File: src/rtl/seq_step_if.sv
// Handshake/config bundle for seq_step_ctrl. The dir signal exists only when
// SEQ_REVERSE_EN is defined.
interface seq_step_if #(
  parameter int WIDTH       = 3,
  parameter int MAX_STEPS_W = 8
);
  logic                   start;
  logic                   stop;
  logic                   hold;
  logic [MAX_STEPS_W-1:0] num_steps;
  logic                   cfg_we;
  logic [1:0]             cfg_addr;
  logic [WIDTH-1:0]       cfg_data;
`ifdef SEQ_REVERSE_EN
  logic                   dir;
`endif
  logic [WIDTH-1:0]       count;
  logic [1:0]             step_idx;
  logic                   busy;
  logic                   done;
  logic [MAX_STEPS_W-1:0] steps_left;

`ifdef SEQ_REVERSE_EN
  modport master (output start, stop, hold, num_steps, cfg_we, cfg_addr, cfg_data, dir,
                  input  count, step_idx, busy, done, steps_left);
  modport slave  (input  start, stop, hold, num_steps, cfg_we, cfg_addr, cfg_data, dir,
                  output count, step_idx, busy, done, steps_left);
`else
  modport master (output start, stop, hold, num_steps, cfg_we, cfg_addr, cfg_data,
                  input  count, step_idx, busy, done, steps_left);
  modport slave  (input  start, stop, hold, num_steps, cfg_we, cfg_addr, cfg_data,
                  output count, step_idx, busy, done, steps_left);
`endif
endinterface

File: src/rtl/seq_step_ctrl.sv
// Steps through a 4-entry programmable value table, bounded or free-running.
// Optional SEQ_REVERSE_EN adds a dir input for downward stepping.
module seq_step_ctrl #(
  parameter int WIDTH       = 3,
  parameter int MAX_STEPS_W = 8
) (
  input  logic     clk,
  input  logic     rst,
  seq_step_if.slave bus
);
  typedef enum logic [1:0] {IDLE, RUN, DONE} state_t;

  state_t                  state, state_n;
  logic [3:0][WIDTH-1:0]   tbl;
  logic [WIDTH-1:0]        count, cnt_n;
  logic [1:0]              step_idx, idx_n, idx_adv;
  logic [MAX_STEPS_W-1:0]  steps_left, left_n;

`ifdef SEQ_REVERSE_EN
  assign idx_adv = bus.dir ? step_idx - 2'd1 : step_idx + 2'd1;
`else
  assign idx_adv = step_idx + 2'd1;
`endif

  always_ff @(posedge clk or posedge rst) begin
    if (rst) begin
      state      <= IDLE;
      count      <= '0;
      step_idx   <= '0;
      steps_left <= '0;
      tbl[0]     <= '0;
      tbl[1]     <= WIDTH'(2);
      tbl[2]     <= WIDTH'(3);
      tbl[3]     <= WIDTH'(7);
    end else begin
      state      <= state_n;
      count      <= cnt_n;
      step_idx   <= idx_n;
      steps_left <= left_n;
      // count sees the pre-write table on a same-cycle start
      if (state == IDLE && bus.cfg_we) tbl[bus.cfg_addr] <= bus.cfg_data;
    end
  end

  always_comb begin
    state_n = state;
    cnt_n   = count;
    idx_n   = step_idx;
    left_n  = steps_left;
    case (state)
      IDLE: begin
        if (bus.start && !bus.stop) begin
          state_n = RUN;
          idx_n   = 2'd0;
          cnt_n   = tbl[0];
          left_n  = bus.num_steps;
        end
      end
      RUN: begin
        if (bus.stop) begin
          state_n = IDLE;
        end else if (!bus.hold) begin
          idx_n = idx_adv;
          cnt_n = tbl[idx_adv];
          // steps_left==0 while running can only mean a free run
          if (steps_left != '0) begin
            left_n = steps_left - 1'b1;
            if (steps_left == MAX_STEPS_W'(1)) state_n = DONE;
          end
        end
      end
      DONE:    state_n = IDLE;
      default: state_n = IDLE;
    endcase
  end

  assign bus.count      = count;
  assign bus.step_idx   = step_idx;
  assign bus.steps_left = steps_left;
  assign bus.busy       = (state == RUN);
  assign bus.done       = (state == DONE);
endmodule
File: src/flat_wrapper.sv
// flat-port wrapper written by rule: the top's interface ports become plain ports
module seq_step_ctrl_flat 
#(
  parameter int WIDTH       = 3,
  parameter int MAX_STEPS_W = 8
)
  (clk, rst, bus_start, bus_stop, bus_hold, bus_num_steps, bus_cfg_we, bus_cfg_addr, bus_cfg_data, bus_count, bus_step_idx, bus_busy, bus_done, bus_steps_left);
  seq_step_if #(.WIDTH(WIDTH), .MAX_STEPS_W(MAX_STEPS_W)) bus_i ();
  input  logic clk;
  input  logic rst;
  input wire logic [$bits(bus_i.start)-1:0] bus_start;
  input wire logic [$bits(bus_i.stop)-1:0] bus_stop;
  input wire logic [$bits(bus_i.hold)-1:0] bus_hold;
  input wire logic [$bits(bus_i.num_steps)-1:0] bus_num_steps;
  input wire logic [$bits(bus_i.cfg_we)-1:0] bus_cfg_we;
  input wire logic [$bits(bus_i.cfg_addr)-1:0] bus_cfg_addr;
  input wire logic [$bits(bus_i.cfg_data)-1:0] bus_cfg_data;
  output wire logic [$bits(bus_i.count)-1:0] bus_count;
  output wire logic [$bits(bus_i.step_idx)-1:0] bus_step_idx;
  output wire logic [$bits(bus_i.busy)-1:0] bus_busy;
  output wire logic [$bits(bus_i.done)-1:0] bus_done;
  output wire logic [$bits(bus_i.steps_left)-1:0] bus_steps_left;
  assign bus_i.start = bus_start;
  assign bus_i.stop = bus_stop;
  assign bus_i.hold = bus_hold;
  assign bus_i.num_steps = bus_num_steps;
  assign bus_i.cfg_we = bus_cfg_we;
  assign bus_i.cfg_addr = bus_cfg_addr;
  assign bus_i.cfg_data = bus_cfg_data;
  assign bus_count = bus_i.count;
  assign bus_step_idx = bus_i.step_idx;
  assign bus_busy = bus_i.busy;
  assign bus_done = bus_i.done;
  assign bus_steps_left = bus_i.steps_left;
  seq_step_ctrl #(.WIDTH(WIDTH), .MAX_STEPS_W(MAX_STEPS_W)) u_core (.clk(clk), .rst(rst), .bus(bus_i));
endmodule
File: config.mk
export PLATFORM = sky130hd
export DESIGN_NAME = seq_step_ctrl_flat
export DESIGN_NICKNAME = d
export VERILOG_FILES = /design/src/rtl/seq_step_if.sv /design/src/rtl/seq_step_ctrl.sv /design/src/flat_wrapper.sv
export SDC_FILE = /design/constraint.sdc
export NUM_CORES = 1
export LEC_CHECK = 0
export BUFFER_PORTS_ARGS = -buffer_cell sky130_fd_sc_hd__buf_2
export CAP_MARGIN = 20
export CORE_ASPECT_RATIO = 1.2
export CORE_UTILIZATION = 57
export CTS_CLUSTER_DIAMETER = 120
export DETAILED_ROUTE_END_ITERATION = 16
export GPL_ROUTABILITY_DRIVEN = 0
export PLACE_DENSITY = 0.91
export SETUP_SLACK_MARGIN = 0.05
export SYNTH_ARGS = -nofsm -noshare
export SYNTH_HDL_FRONTEND = slang
export SYNTH_SLANG_ARGS = --single-unit
File: constraint.sdc
create_clock -name clk -period 5 [get_ports clk]
set_input_delay 0.75 -clock clk [delete_from_list [all_inputs] [get_ports clk]]
set_output_delay 0.75 -clock clk [all_outputs]
set_load 0.01 [all_outputs]
After elaboration in Yosys (flattened, before gate mapping)
Cells that the tools add are included.

cells by class
  add/subtract/negate cells = 2
  $mul = 0
  div/mod/pow operators = 0
  order comparisons = 3
  equal/unequal tests = 10
  shift operators = 0
  muxes and demuxes = 24
  bitwise operators = 0
  reductions and logical operators = 10

operators with widths
  operator               number
  $mux W8                4
  $mux W2                8
  $pmux W8 S2            1
  $mux W3                5
  $bwmux W12             1
  $eq A8 B1 Y1 const B   1
  $pmux W2 S2            2
  $reduce_and A4 Y1      2
  $reduce_bool A8 Y1     1
  $sub A8 B1 Y8 const B  1
  $bmux W3 S2            1
  $demux W3 S2           1
  $lt A2 B3 Y1 const B   2
  $ne A2 B2 Y1 const B   3
  $ne A3 B2 Y1 const B   2
  $pmux W3 S2            1
  $reduce_and A5 Y1      1
  $logic_and A1 B1 Y1    3
  $ne A3 B3 Y1 const B   1
  $add A2 B1 Y2 const B  1
  $eq A2 B1 Y1 const B   1
  $eq A2 B2 Y1 const B   1
  $ge A2 B1 Y1 const B   1
  $logic_not A2 Y1       1
  other kinds (3)        3

storage, ports and cells
  bits in registers = 27
  latch bits = 0
  RAM bits = 0
  memory bits (read-only) = 0
  bits of input ports = 19
  output and inout bits = 15
  word-level logic and storage cells = 57
  memories kept = 0

Longest topological paths before layout
  depth after elaboration = 6
  mapped depth = 6
  mapped depth without buffers = 6

Worst setup path before layout
Ideal clock, no wire load.

  path kind = reg-to-reg
  from = reg u_core.steps_left[0], in the netlist u_core.bus.steps_left[0]
  to = reg u_core.steps_left[6], in the netlist u_core.bus.steps_left[6]
  library setup time = 121 ps
  data arrival time = 1563 ps
  required time = 4879 ps
  setup slack = 3316 ps
  stages on the path, launching flop included = 7
  path buffers = 0
  period minus slack after synthesis = 1684 ps
  cells stage by stage = dfrtp_1 > inv_1 > ha_1 > or4b_4 > o21ai_2 > nand2_1 > a22o_1

on the way
  longest elaborated chain between the ends = 5
  elaborated cells on any way between the ends = 8
  those cells by class = add/sub (1); eq/ne (1); mux (4); reduce/logical (2)

RTL lines
  element                   RTL line             text
  start: declaration        seq_step_ctrl.sv:17  logic [MAX_STEPS_W-1:0] steps_left, left_n;
  start signal: assignment  seq_step_ctrl.sv:39  steps_left <= left_n;
  $sub A8 B1 Y8             seq_step_ctrl.sv:67  left_n = steps_left - 1'b1;
  $mux W8                   seq_step_ctrl.sv:66  if (steps_left != '0) begin
  $mux W8                   seq_step_ctrl.sv:62  end else if (!bus.hold) begin
  $mux W8                   seq_step_ctrl.sv:60  if (bus.stop) begin
  $pmux W8 S2               seq_step_ctrl.sv:50  case (state)

Parallel ways exist; a longest one is shown, timed or not. The select of a mux whose other input is x is not followed.
A chain may end at the register's enable or synchronous reset.

Worst setup path after layout
  from = reg u_core.state[1]
  to = out bus_busy

on the way
  longest elaborated chain between the ends = 1

RTL lines
  element                   RTL line             text
  start: declaration        seq_step_ctrl.sv:13  state_t state, state_n;
  start signal: assignment  seq_step_ctrl.sv:36  state <= state_n;
  $eq A2 B1 Y1              seq_step_ctrl.sv:80  assign bus.busy = (state == RUN);
  end: declaration          flat_wrapper.sv:20   output wire logic [$bits(bus_i.busy)-1:0] bus_busy;

No other way between the ends.

==> impl_metrics.py <==
metrics = {
    "worst_setup_path": {
        "worstPathRequired_ps": 4250,
        "startpoint": "u_core.state[1]",
        "crit_fanout": 22,
        "worstSetupStartpointType": "flop",
        "crit_arrival_ps": 1640,
        "crit_type": "flop to primary output",
        "reg2reg_from": "u_core.bus.steps_left[0]",
        "cp-end-kind": "primary output",
    },
    "timing": {
        "fin_crit_ps": 2390,
        "finalSetupTns_ps": 0,
        "fin_skew_ps": 6.45,
        "drv_slew": 0,
        "finalSetupViolCount": 0,
        "fin_ws_ps": 2610,
        "clock.fmax_mhz": 419,
        "worstMarginPinSlew_ps": 652,
        "worst_hold_slack_ps": 299,
        "timing.final.crit_share_pct": 47.8,
        "rsz0062_at_grt": "no",
        "finalHoldViolations": 0,
        "slew_headroom_pct": 56.3,
    },
    "clock_tree": {
        "clock_latency_ps": 340,
        "cts_root_buf": "clkbuf_4",
        "cts-resized-gates": 0,
        "clkSinkCount": 27,
        "ctsHoldBuffers": 0,
        "cts-buffers-inserted": 3,
        "htree_levels": 1,
        "cts_tree": "built",
        "cts_max_path_buffers": 2,
        "path_clk_slew_ps": 140,
        "postCtsSetupBuffers": 0,
    },
    "grt": {
        "grt_pass1_wl_um": 5270,
        "gr-usage-met2_pct": 43.4,
        "use_met1_pct": 28.2,
        "antenna_found_initial": 0,
        "grt_max_degree": 28,
        "globalRouteMet3Util_pct": 3.88,
        "grt_use_total_pct": 24.3,
        "grt_pass1_vias": 1223,
        "grt_overflow": 0,
        "top_usage_layer": "met2",
    },
    "power": {
        "power_density_mw_per_mm2": 351,
        "p_leak_nw": 0.763,
        "ir_worst_vdd_mv": 0.244,
    },
    "synthesis": {
        "ys_seq_area_share_pct": 44.8,
        "synth.ff_latch_count": 27,
        "async_flop_share_pct": 100,
        "synthFlopType": "dfrtp_1",
        "syn_area_mm2": 0.00152,
        "synthCells": 144,
        "synth_enable_flop_cells": 0,
        "synth_nets": 166,
        "ys_warn_count": 0,
        "synth.distinct_cells": 49,
        "syn_area_per_cell_um2": 10.6,
    },
    "placement": {
        "dp_hpwl_um": 2440,
        "io_buffers": 33,
        "pre_cts_slack_ps": 3000,
    },
    "floorplan": {
        "dieHeight_um": 58.6,
        "die-width_um": 49.2,
        "rows": 20,
        "start_util_pct": 60.3,
        "ios": 34,
        "coreArea_mm2": 0.00253,
        "dieArea_mm2": 0.00289,
    },
    "layout": {
        "nets": 200,
        "layout-drive-gt1-share_pct": 40.1,
        "area_growth_syn_to_layout_pct": 14.9,
        "diodes": 0,
    },
    "status": {
        "outcome": "complete, no violations",
    },
    "worst_hold_path": {
        "hp-class": "input port to asynchronous set/reset pin",
    },
    "routing": {
        "drcViolationCount": 0,
        "via_count": 1261,
        "first_iter_violations": 40,
        "routed_wl_um": 3270,
        "ant_nets": 0,
        "firstDrtPassIters": 4,
        "viasPerCell": 6.00,
        "wl_per_cell_um": 15.6,
    },
    "flow_run": {
        "cap_violations": 0,
    },
}
==> cells in the final DEF (no fill, tap or decap), drive strengths merged, types with 2 or more instances in the layout <==
cell	Yosys	routed
clkbuf	1	4
nand3	3	3
nor2	13	13
o22ai	3	3
a2bb2oi	2	2
dfrtp	21	21
ha	3	3
nand4	2	2
mux2	14	14
inv	4	4
buf	4	34
nand2	12	12
o31ai	2	2
a221oi	2	2
a22oi	2	2
o21ai	10	10
nor3	3	3
a21oi	8	8
dfstp	6	6
nand2b	4	4
mux2i	4	4
==> sequential cells by signal, indices dropped and copies added, names as in the netlist <==
register and count:
u_core.tbl 12, u_core.bus.steps_left 8, u_core.bus.count 3, u_core.bus.step_idx 2, u_core.state 2
==> power breakdown <==
part | internal [mW] | leakage [nW] | switching (mW)
clock | 0.0314 | 0.0150 | 0.0652
combinational | 0.0947 | 0.431 | 0.0946
sequential | 0.274 | 0.317 | 0.0540
==> cell families after synthesis <==
group / after synthesis / synth area share, %
buffers and inverters: 9 / 3.12
and+or+nand+nor: 47 / 17.7
muxes: 18 / 13.0
DFF: 27 / 44.8
AOI/OAI and AO/OA: 40 / 18.9
adders and majority gates: 3 / 2.46
==> worst paths after layout <==
path	end	slack, ps	cells after the start
worst max-delay path	bus_busy	2610	3
worst min-delay path	u_core.tbl[2]	300	2
worst max register to register	u_core.bus.steps_left[3]	3120	6
worst min register to register	u_core.bus.count[2]	500	2
max in group asynchronous	u_core.tbl[9]	4230	3
min in group clk	u_core.bus.count[2]	500	2
==> Yosys cell counts (2+ instances only) <==
master / number / area, um^2
dfrtp_1: 21 / 526
mux2_2: 14 / 158
nor2_1: 13 / 48.8
nand2_1: 12 / 45.0
o21ai_0: 9 / 45.0
a21oi_1: 6 / 30.0
dfstp_2: 6 / 158
mux2i_1: 4 / 40.0
ha_1: 3 / 37.5
inv_1: 3 / 11.3
nand2b_1: 3 / 18.8
nand3_1: 3 / 15.0
o22ai_1: 3 / 18.8
a21oi_2: 2 / 17.5
a221oi_1: 2 / 17.5
a22oi_1: 2 / 15.0
a2bb2oi_1: 2 / 17.5
buf_2: 2 / 10.0
nand4_1: 2 / 12.5
nor3_1: 2 / 10.0
o31ai_1: 2 / 15.0
==> through the flow <==
step / cells / utilization [%] / power [mW] / area, um^2
3_3_place_gp: 205 / 67.2 / 0.509 / 1700
2_1_floorplan: 144 / - / 0.453 / 1520
4_1_cts: 209 / 68.2 / 0.613 / 1720
5_1_grt: 210 / 69.3 / 0.654 / 1750
6_report: 210 / 69.3 / 0.614 / 1750
3_5_place_dp: 205 / 67.2 / 0.520 / 1700
==> layer usage <==
| layer | wire length [um] | part of all wire [%] |
|---|---|---|
| met5 | 0 | 0 |
| met4 | 110 | 3.4 |
| met2 | 1710 | 52 |
| met3 | 142 | 4.3 |
| met1 | 1310 | 40 |
==> area by class of cell <==
class / count / area, um^2
Tap cell: 33 / 41.3
Inverter: 4 / 15.0
Fill cell: 206 / 776
Multi-Input combinational cell: 108 / 793
Clock buffer: 4 / 26.3
Sequential cell: 27 / 683
Timing Repair Buffer: 34 / 193
==> worst max-delay path, stage by stage (launching register included) <==
cell	delay (ps)
dfrtp_1	430
nand2b_2	320
inv_2	350
buf_2	200
(Power assumes the default switching activity.)
